`src/rtl/mmio_io_responder.sv`:
```
// Memory-mapped I/O responder for the CPU MEM stage: six output port
// registers, two debounced switch inputs and a compare/reload timer
// with a maskable, registered interrupt.
module mmio_io_responder #(
  parameter logic [31:0] IO_BASE    = 32'h0000_0080,
  parameter logic [15:0] DEB_CYCLES = 16'd50000
) (
  input  logic        clock,
  input  logic        reset,
  input  logic [31:0] addr,
  input  logic [31:0] wdata,
  input  logic        we,
  input  logic        re,
  output logic [31:0] rdata,
  output logic        rvalid,
  input  logic [3:0]  in_port0,
  input  logic [3:0]  in_port1,
  output logic [31:0] out_port0,
  output logic [31:0] out_port1,
  output logic [31:0] out_port2,
  output logic [31:0] out_port3,
  output logic [31:0] out_port4,
  output logic [31:0] out_port5,
  output logic        irq
);

  // Word offsets (addr[6:2]) of the mapped registers
  localparam logic [4:0] OFF_IN0  = 5'd0;
  localparam logic [4:0] OFF_IN1  = 5'd1;
  localparam logic [4:0] OFF_OUT0 = 5'd8;
  localparam logic [4:0] OFF_OUT1 = 5'd9;
  localparam logic [4:0] OFF_OUT2 = 5'd10;
  localparam logic [4:0] OFF_OUT3 = 5'd11;
  localparam logic [4:0] OFF_OUT4 = 5'd12;
  localparam logic [4:0] OFF_OUT5 = 5'd13;
  localparam logic [4:0] OFF_CNT  = 5'd16;
  localparam logic [4:0] OFF_CMP  = 5'd17;
  localparam logic [4:0] OFF_CTRL = 5'd18;

  logic        sel_s;
  logic [4:0]  off_s;
  logic        wr_s;
  logic        rd_s;
  logic        addr_unused_s;
  logic [31:0] rd_data_s;
  logic [31:0] out_r [6];

  logic [31:0] cnt_r;
  logic [31:0] cmp_r;
  logic [31:0] cnt_nxt_s;
  logic        en_r;
  logic        auto_r;
  logic        irq_en_r;
  logic        match_r;
  logic        match_nxt_s;
  logic        irq_en_nxt_s;
  logic        ctrl_wr_s;

  logic [3:0]  in_s       [2];
  logic [3:0]  sync1_r    [2];
  logic [3:0]  sync2_r    [2];
  logic [3:0]  prev_r     [2];
  logic [3:0]  deb_r      [2];
  logic [3:0]  deb_nxt_s  [2];
  logic [15:0] dcnt_r     [2];
  logic [15:0] dcnt_nxt_s [2];

  assign sel_s         = (addr[31:7] == IO_BASE[31:7]);
  assign off_s         = addr[6:2];
  assign wr_s          = we & sel_s;
  assign rd_s          = re & sel_s;
  assign ctrl_wr_s     = wr_s & (off_s == OFF_CTRL);
  assign addr_unused_s = ^addr[1:0];

  assign in_s[0] = in_port0;
  assign in_s[1] = in_port1;

  assign out_port0 = out_r[0];
  assign out_port1 = out_r[1];
  assign out_port2 = out_r[2];
  assign out_port3 = out_r[3];
  assign out_port4 = out_r[4];
  assign out_port5 = out_r[5];

  // Load data multiplexer: pre-write view of every readable register
  always_comb begin
    rd_data_s = 32'd0;
    case (off_s)
      OFF_IN0:  rd_data_s = {28'd0, deb_r[0]};
      OFF_IN1:  rd_data_s = {28'd0, deb_r[1]};
      OFF_OUT0: rd_data_s = out_r[0];
      OFF_OUT1: rd_data_s = out_r[1];
      OFF_OUT2: rd_data_s = out_r[2];
      OFF_OUT3: rd_data_s = out_r[3];
      OFF_OUT4: rd_data_s = out_r[4];
      OFF_OUT5: rd_data_s = out_r[5];
      OFF_CNT:  rd_data_s = cnt_r;
      OFF_CMP:  rd_data_s = cmp_r;
      OFF_CTRL: rd_data_s = {23'd0, match_r, 5'd0, irq_en_r, auto_r, en_r};
      default:  rd_data_s = 32'd0;
    endcase
  end

  // Registered load response; rdata holds until the next in-window load
  always_ff @(posedge clock) begin
    if (reset) begin
      rdata  <= 32'd0;
      rvalid <= 1'b0;
    end else begin
      rvalid <= rd_s;
      if (rd_s) begin
        rdata <= rd_data_s;
      end
    end
  end

  // Output port registers
  always_ff @(posedge clock) begin
    if (reset) begin
      for (int i = 0; i < 6; i++) begin
        out_r[i] <= 32'd0;
      end
    end else if (wr_s) begin
      case (off_s)
        OFF_OUT0: out_r[0] <= wdata;
        OFF_OUT1: out_r[1] <= wdata;
        OFF_OUT2: out_r[2] <= wdata;
        OFF_OUT3: out_r[3] <= wdata;
        OFF_OUT4: out_r[4] <= wdata;
        OFF_OUT5: out_r[5] <= wdata;
        default:  ;
      endcase
    end
  end

  // Timer next state: CNT write beats counting; a new match beats W1C
  always_comb begin
    cnt_nxt_s    = cnt_r;
    match_nxt_s  = match_r;
    irq_en_nxt_s = irq_en_r;
    if (wr_s && (off_s == OFF_CNT)) begin
      cnt_nxt_s   = wdata;
      match_nxt_s = (ctrl_wr_s && wdata[8]) ? 1'b0 : match_r;
    end else if (en_r) begin
      if (cnt_r == cmp_r) begin
        match_nxt_s = 1'b1;
        cnt_nxt_s   = auto_r ? 32'd0 : (cnt_r + 32'd1);
      end else begin
        cnt_nxt_s   = cnt_r + 32'd1;
        match_nxt_s = (ctrl_wr_s && wdata[8]) ? 1'b0 : match_r;
      end
    end else begin
      cnt_nxt_s   = cnt_r;
      match_nxt_s = (ctrl_wr_s && wdata[8]) ? 1'b0 : match_r;
    end
    if (ctrl_wr_s) begin
      irq_en_nxt_s = wdata[2];
    end else begin
      irq_en_nxt_s = irq_en_r;
    end
  end

  // Timer, control and interrupt registers; irq tracks MATCH & IRQ_EN as a flop
  always_ff @(posedge clock) begin
    if (reset) begin
      cnt_r    <= 32'd0;
      cmp_r    <= 32'hFFFF_FFFF;
      en_r     <= 1'b0;
      auto_r   <= 1'b0;
      irq_en_r <= 1'b0;
      match_r  <= 1'b0;
      irq      <= 1'b0;
    end else begin
      cnt_r    <= cnt_nxt_s;
      match_r  <= match_nxt_s;
      irq_en_r <= irq_en_nxt_s;
      irq      <= match_nxt_s & irq_en_nxt_s;
      if (wr_s && (off_s == OFF_CMP)) begin
        cmp_r <= wdata;
      end
      if (ctrl_wr_s) begin
        en_r   <= wdata[0];
        auto_r <= wdata[1];
      end
    end
  end

  // Debounce next state: count cycles of a stable, changed synchronised value
  always_comb begin
    for (int i = 0; i < 2; i++) begin
      deb_nxt_s[i]  = deb_r[i];
      dcnt_nxt_s[i] = 16'd0;
      if ((sync2_r[i] == deb_r[i]) || (sync2_r[i] != prev_r[i])) begin
        dcnt_nxt_s[i] = 16'd0;
      end else if ((dcnt_r[i] + 16'd1) >= (DEB_CYCLES - 16'd1)) begin
        deb_nxt_s[i]  = sync2_r[i];
        dcnt_nxt_s[i] = 16'd0;
      end else begin
        dcnt_nxt_s[i] = dcnt_r[i] + 16'd1;
      end
    end
  end

  // Two-flop synchronisers, previous-cycle copy and debounce state
  always_ff @(posedge clock) begin
    for (int i = 0; i < 2; i++) begin
      if (reset) begin
        sync1_r[i] <= 4'd0;
        sync2_r[i] <= 4'd0;
        prev_r[i]  <= 4'd0;
        deb_r[i]   <= 4'd0;
        dcnt_r[i]  <= 16'd0;
      end else begin
        sync1_r[i] <= in_s[i];
        sync2_r[i] <= sync1_r[i];
        prev_r[i]  <= sync2_r[i];
        deb_r[i]   <= deb_nxt_s[i];
        dcnt_r[i]  <= dcnt_nxt_s[i];
      end
    end
  end

endmodule

```
`config.mk`:
```
export PLATFORM = sky130hd
export DESIGN_NAME = mmio_io_responder
export DESIGN_NICKNAME = d
export VERILOG_FILES = /design/src/rtl/mmio_io_responder.sv
export SDC_FILE = /design/constraint.sdc
export NUM_CORES = 1
export LEC_CHECK = 0
export CORE_UTILIZATION = 45
export DETAILED_ROUTE_END_ITERATION = 7
export DONT_BUFFER_PORTS = 1
export GPL_ROUTABILITY_DRIVEN = 0
export PLACE_DENSITY = 0.69
export SETUP_SLACK_MARGIN = 0.2
export SYNTH_ARGS = -nofsm -noshare
export SYNTH_HDL_FRONTEND = slang
export SYNTH_SLANG_ARGS = --single-unit
```
`constraint.sdc`:
```
create_clock -name clock -period 7.7 [get_ports clock]
set_input_delay 0.77 -clock clock [delete_from_list [all_inputs] [get_ports clock]]
set_output_delay 0.77 -clock clock [all_outputs]
set_load 0.01 [all_outputs]
```
After elaboration in Yosys (flattened, before gate mapping):

Memory sizes are Yosys's and may differ from the RTL's.
Cells that the tools add are included.
W data, S select, Z words.

* memories kept: 6
* register bits after elaboration: 102
* bits in writable memories: 256
* output and inout port bits: 226
* word-level logic and storage cells: 124

Memory list
* out_r: words 6, width 32, read ports 6, clocked after memory_dff 0, wr ports 6, RTL line 46 `logic [31:0] out_r [6];`
* dcnt_r: words 2, width 16, read ports 2, clocked after memory_dff 0, wr ports 2, RTL line 65 `logic [15:0] dcnt_r [2];`
* deb_r: words 2, width 4, read ports 2, clocked after memory_dff 0, wr ports 2, RTL line 63 `logic [3:0] deb_r [2];`
* prev_r: words 2, width 4, read ports 2, clocked after memory_dff 0, wr ports 2, RTL line 62 `logic [3:0] prev_r [2];`
* sync1_r: words 2, width 4, read ports 2, clocked after memory_dff 0, wr ports 2, RTL line 60 `logic [3:0] sync1_r [2];`
* sync2_r: words 2, width 4, read ports 2, clocked after memory_dff 0, wr ports 2, RTL line 61 `logic [3:0] sync2_r [2];`

* bitwise operators: 20
* order comparisons: 2
* muxes and demuxes: 61
* eq/ne operators: 16
* add/sub/neg operators: 3
* reductions and logical operators: 7

Operators by type and width (count)
* $pmux W32 S11: 1
* $mux W32: 10
* $mux W16: 6
* $mux W4: 12
* $add A16 B1 Y16 const B: 2
* $add A32 B1 Y32 const B: 1
* $eq A32 B32 Y1: 1
* $ge A16 B16 Y1 const B: 2
* $mux W1: 32
* $eq A5 B4 Y1 const B: 6
* $eq A25 B1 Y1 const B: 1
* $or A1 B1 Y1: 16
* $eq A5 B5 Y1 const B: 3
* $eq A4 B4 Y1: 2
* $ne A4 B4 Y1: 2
* $eq A5 B1 Y1 const B: 1
* $logic_not A5 Y1: 1
* $and A1 B1 Y1: 4
* $logic_and A1 B1 Y1: 3
* $logic_or A1 B1 Y1: 2
* $reduce_bool A2 Y1: 1

Depth between registers and ports, before layout:

* depth after elaboration: 9
* depth in mapped cells: 10
* mapped depth without buffers: 9

Worst setup path before layout:

No wires, ideal clock.

* path type: input-to-reg
* start point: input addr[8]
* end point: memory out_r[5][0] (enable)
* setup time: 0.428 ns
* required time: 7.272 ns
* cell stages on the path: 5
* slack: 4.011 ns
* data arrival time: 3.261 ns
* cell sequence: nor4b_1 > nand4_1 > or3_1 > buf_2 > o21bai_1

RTL lines
* start: declaration: RTL line 10 `input logic [31:0] addr,`
* end: declaration: RTL line 46

Worst setup path after layout:

* start point: input addr[8]
* end point: register cnt_r[27]

* cells in the longest elaborated chain, start to end: 4

RTL lines
* $eq A25 B1 Y1 (*): RTL line 68 `assign sel_s = (addr[31:7] == IO_BASE[31:7]);`
* $and A1 B1 Y1 (*): RTL line 70 `assign wr_s = we & sel_s;`
* $logic_and A1 B1 Y1 (*): RTL line 141 `if (wr_s && (off_s == OFF_CNT)) begin`
* $mux W32 / $reduce_bool A2 Y1 (equally long branches)
* end signal: assignment: RTL line 174 `cnt_r <= cnt_nxt_s;`
* end: declaration: RTL line 48 `logic [31:0] cnt_r;`

Every way passes the cells marked *; elsewhere a longest branch is shown, timed or not.
A chain may end at the register's enable or synchronous reset.

==> summary.txt <==
Floorplanning
  – Rows: 70
  – Die Wd: roughly 190 um
  – Core area: between 0.03 and 0.04 mm2
  – Die H: around 200 um
  – Starting Density: ~46%
  – I/O pins: approximately 300
  – Die ar.: 0.0378 mm2

Clock tree
  – CTS buffer count: 40
  – CTS tree: yes
  – H-tree Lvls: 2
  – Clock sinks: 358
  – Root buf cell: clkbuf_16
  – Clk slew on worst S/H paths: roughly 60 ps
  – CTS max path bufs: 3
  – CTS Hold Bufs: 0
  – Worst skew pair latency: 560 ps
  – Post_cts resized: 0
  – Post-CTS Setup Bufs: 0

STA
  – Slew Limit Fails: 0
  – Final Cycle Share: a little over two fifths
  – Max frequency: 298 MHz
  – Skew final: 14.7 ps
  – Setup TNS: 0 ps
  – Final hold vios: 0
  – Worst-Margin Slew: roughly 1100 ps
  – RSZ-0062 raised after global routing: false
  – Slew Limit Headroom: between 20% and 30%
  – Endpoints failing setup: 0
  – Final min period: 3350 ps

Pwr
  – Pwr dens: 223 mW/mm2
  – VDD IR max: about 0.00025 V
  – Lkg Pwr: 0.00655 uW

Worst setup path
  – Top Family by Delay on Critical Path: simple AND/OR/NAND/NOR gates
  – Crit path DAT: between 3000 and 4000 ps
  – Buf+Inv Stages, Crit Path: 1
  – Reg-to-reg setup timing slack: ~4700 ps
  – CP startpoint kind: input pin
  – CP peak stage delay: 800 ps
  – Critical path class: input pin to flip-flop
  – WP data required: between 8000 and 9000 ps
  – Critical Path Sink Type: flip-flop
  – Sequence of cells on the critical path: nor4b_1 > nand4_1 > or3_1 > nor2b_4 > nor3_2 > buf_4 > a221oi_1 > nor2_1
  – Cell at the slowest stage of the critical path: nor2b_4
  – Crit Path Max Fanout: 31

Route
  – Via count: roughly 12000
  – Met1 Wirelength: 19900 um
  – Final ANT Viol Nets: 0
  – Final WL: 51600 um
  – Vias per inst: 6.02
  – 1st-iter DRT viols: approximately 1100
  – Met3 routed WL: between 5000 and 6000 um
  – Max layer used: met4
  – Residual DRC: 0
  – DR WL/cell: approximately 25 um
  – Routed wl met2: about 25000 um
  – Pre-Repair DR Iteration Count: 8

Placement
  – PortBufs: 0
  – DP Wirelength: 33800 um
  – Cell Area, Placed: between 0.015 and 0.02 mm2

Synthesis
  – Yosys cell types: just under 70
  – Syn Area/Cell: between 10 and 15 um2
  – Synth Warn #: 0
  – Yosys reg bits: ~360
  – Sequential area share after synthesis: between 50 and 60%
  – Top_reg_cell synth: edfxtp_1
  – Synth Instances: ~1600
  – Post-Syn Nets: roughly 1700
  – Mapped Area: approximately 0.017 mm2
  – Post-synth EDFFs: 192
  – Synth async-reset ratio: 0%

Cells and area
  – Share of layout cells above drive strength 1: under 10%
  – Reg area: between 0.009 and 0.01 mm2
  – Fillers: approximately 3200
  – Fin area: roughly 0.018 mm2
  – Area growth, synth to finish: 9.74%
  – # nets final: around 1600
  – Multi-input logic area: 0.00718 mm2
  – Ant. Diodes: 0

GRT
  – Total grt overflow: 0
  – Initial antenna violation count: 1
  – Global-route wire length before repair: approximately 77000 um
  – Vias in the first global route: 12200
  – Pin count of the biggest net entering global routing: ~150
  – Global Route Usage Sum: between 20% and 30%

Run status
  – Status: finished clean

Flow run
  – Maxcap violations: 0

Min path
  – Hold crit path type: input pin to flip-flop
worst paths after layout:
kind | startpoint | end | cells past startpoint
setup reg to reg | dcnt_r[1][0] | dcnt_r[1][4] | 8
hold reg to reg | sync1_r[0][0] | sync2_r[0][0] | 1
setup / recovery | addr[8] | cnt_r[27] | 8
hold / removal | reset | sync2_r[1][3] | 1
power by group:
| part | internal, uW | total, uW | leakage [uW] | switching [uW] |
|---|---|---|---|---|
| logic | 35.1 | 102 | 0.00278 | 66.8 |
| clock network | 1050 | 1830 | 0.000600 | 777 |
| registers | 2070 | 2150 | 0.00316 | 82.1 |
routing by layer:
metal	track usage (%)	up-vias
met3	9.21	79
met5	0	-
li1	-	5663
met4	9.14	0
met1	32.3	6076
met2	44.6	553
final cells by class:
cell class | instances | share of cell area, %
Multi-Input combinational cell | 1127 | 39.3
Clock inverter | 12 | 0.424
Timing Repair Buffer | 19 | 0.780
Inverter | 13 | 0.267
Clock buffer | 59 | 6.37
Sequential cell | 358 | 49.7
Tap cell | 468 | 3.20
cells in the mapped netlist, types with 3 or more instances:
master | number | area [um2]
xnor2_1 | 34 | 298
xor2_1 | 73 | 639
nand3_1 | 50 | 250
nand3b_1 | 32 | 240
clkbuf_1 | 89 | 334
a32oi_1 | 4 | 35.0
o21a_1 | 5 | 37.5
and2_1 | 196 | 1230
edfxtp_1 | 192 | 5770
o21ai_0 | 32 | 160
clkbuf_2 | 3 | 15.0
a311oi_1 | 3 | 26.3
a21oi_1 | 35 | 175
inv_1 | 13 | 48.8
nor2b_1 | 35 | 219
a31oi_1 | 4 | 25.0
nand2b_1 | 5 | 31.3
a211oi_1 | 3 | 22.5
dfxtp_1 | 166 | 3320
a22o_1 | 6 | 52.6
a221oi_1 | 32 | 280
o41ai_1 | 4 | 35.0
and3_1 | 37 | 231
nor3_2 | 3 | 30.0
o31ai_1 | 3 | 22.5
nor3b_1 | 4 | 30.0
o21bai_1 | 7 | 52.6
or3_1 | 6 | 37.5
buf_2 | 18 | 90.1
nand2_1 | 178 | 668
and4_1 | 7 | 61.3
mux2i_1 | 6 | 60.1
nor2_1 | 106 | 398
nor4_1 | 18 | 113
a22oi_1 | 118 | 886
ha_1 | 5 | 62.6
buf_4 | 4 | 30.0
o311ai_0 | 3 | 26.3
nor4b_1 | 3 | 26.3
nor3_1 | 18 | 90.1
mux2_2 | 9 | 101
nand4_1 | 15 | 93.8
cell families after synthesis:
family / Yosys count / share of synthesized area, %
adder cells (fa/ha/maj): 7 / 0.495
XOR/XNOR: 107 / 5.62
flip-flops: 358 / 54.5
multiplexers: 15 / 0.968
AND/OR/NAND/NOR: 727 / 23.5
buffers and inverters: 131 / 3.27
AO/OA/AOI/OAI: 271 / 11.7
layout by cell type, fill, tap and decap left out, types with 5 or more instances in the layout:
cell type	synthesis	final
a221oi_1	32	32
and4_1	7	7
mux2i_1	6	6
xor2_1	73	73
buf_4	4	19
and2_1	196	196
clkbuf_1	89	12
nand3_1	50	50
a21oi_1	35	35
nor3_1	18	16
o21ai_0	32	32
inv_1	13	13
nand2b_1	5	5
ha_1	5	5
o21bai_4	0	6
xnor2_1	34	34
or3_1	6	6
clkbuf_8	0	5
dfxtp_1	166	166
nor2b_1	35	34
o21a_1	5	5
nand2_1	178	178
mux2_2	9	9
a22oi_1	118	118
a22o_1	6	6
edfxtp_1	192	192
clkbuf_16	0	42
nor2_4	0	7
nand4_1	15	15
nor4_1	18	18
nand3b_1	32	32
and3_1	37	37
nor2_1	106	97
per-stage QoR:
| stage | instances | power [uW] | utilization (%) | hold slack [ps] | worst slack (ps) |
|---|---|---|---|---|---|
| 2_1_floorplan | 1616 | 2250 | - | 414 | 4010 |
| 3_3_place_gp | 1985 | 2290 | 46.7 | 430 | 3850 |
| 3_5_place_dp | 1985 | 2300 | 46.7 | 426 | 3750 |
| 4_1_cts | 2056 | 4110 | 50.1 | 278 | 4340 |
| 5_1_grt | 2056 | 4180 | 50.1 | 284 | 4100 |
| 6_report | 2056 | 4080 | 50.1 | 298 | 4350 |
sequential cells by signal, indices dropped and copies added (netlist names), 8 cells and up:
register	count
dcnt_r	32
sync2_r	8
deb_r	8
out_r	192
sync1_r	8
rdata	32
cnt_r	32
cmp_r	32
prev_r	8
Note: power is estimated with default switching activity, not from simulation.
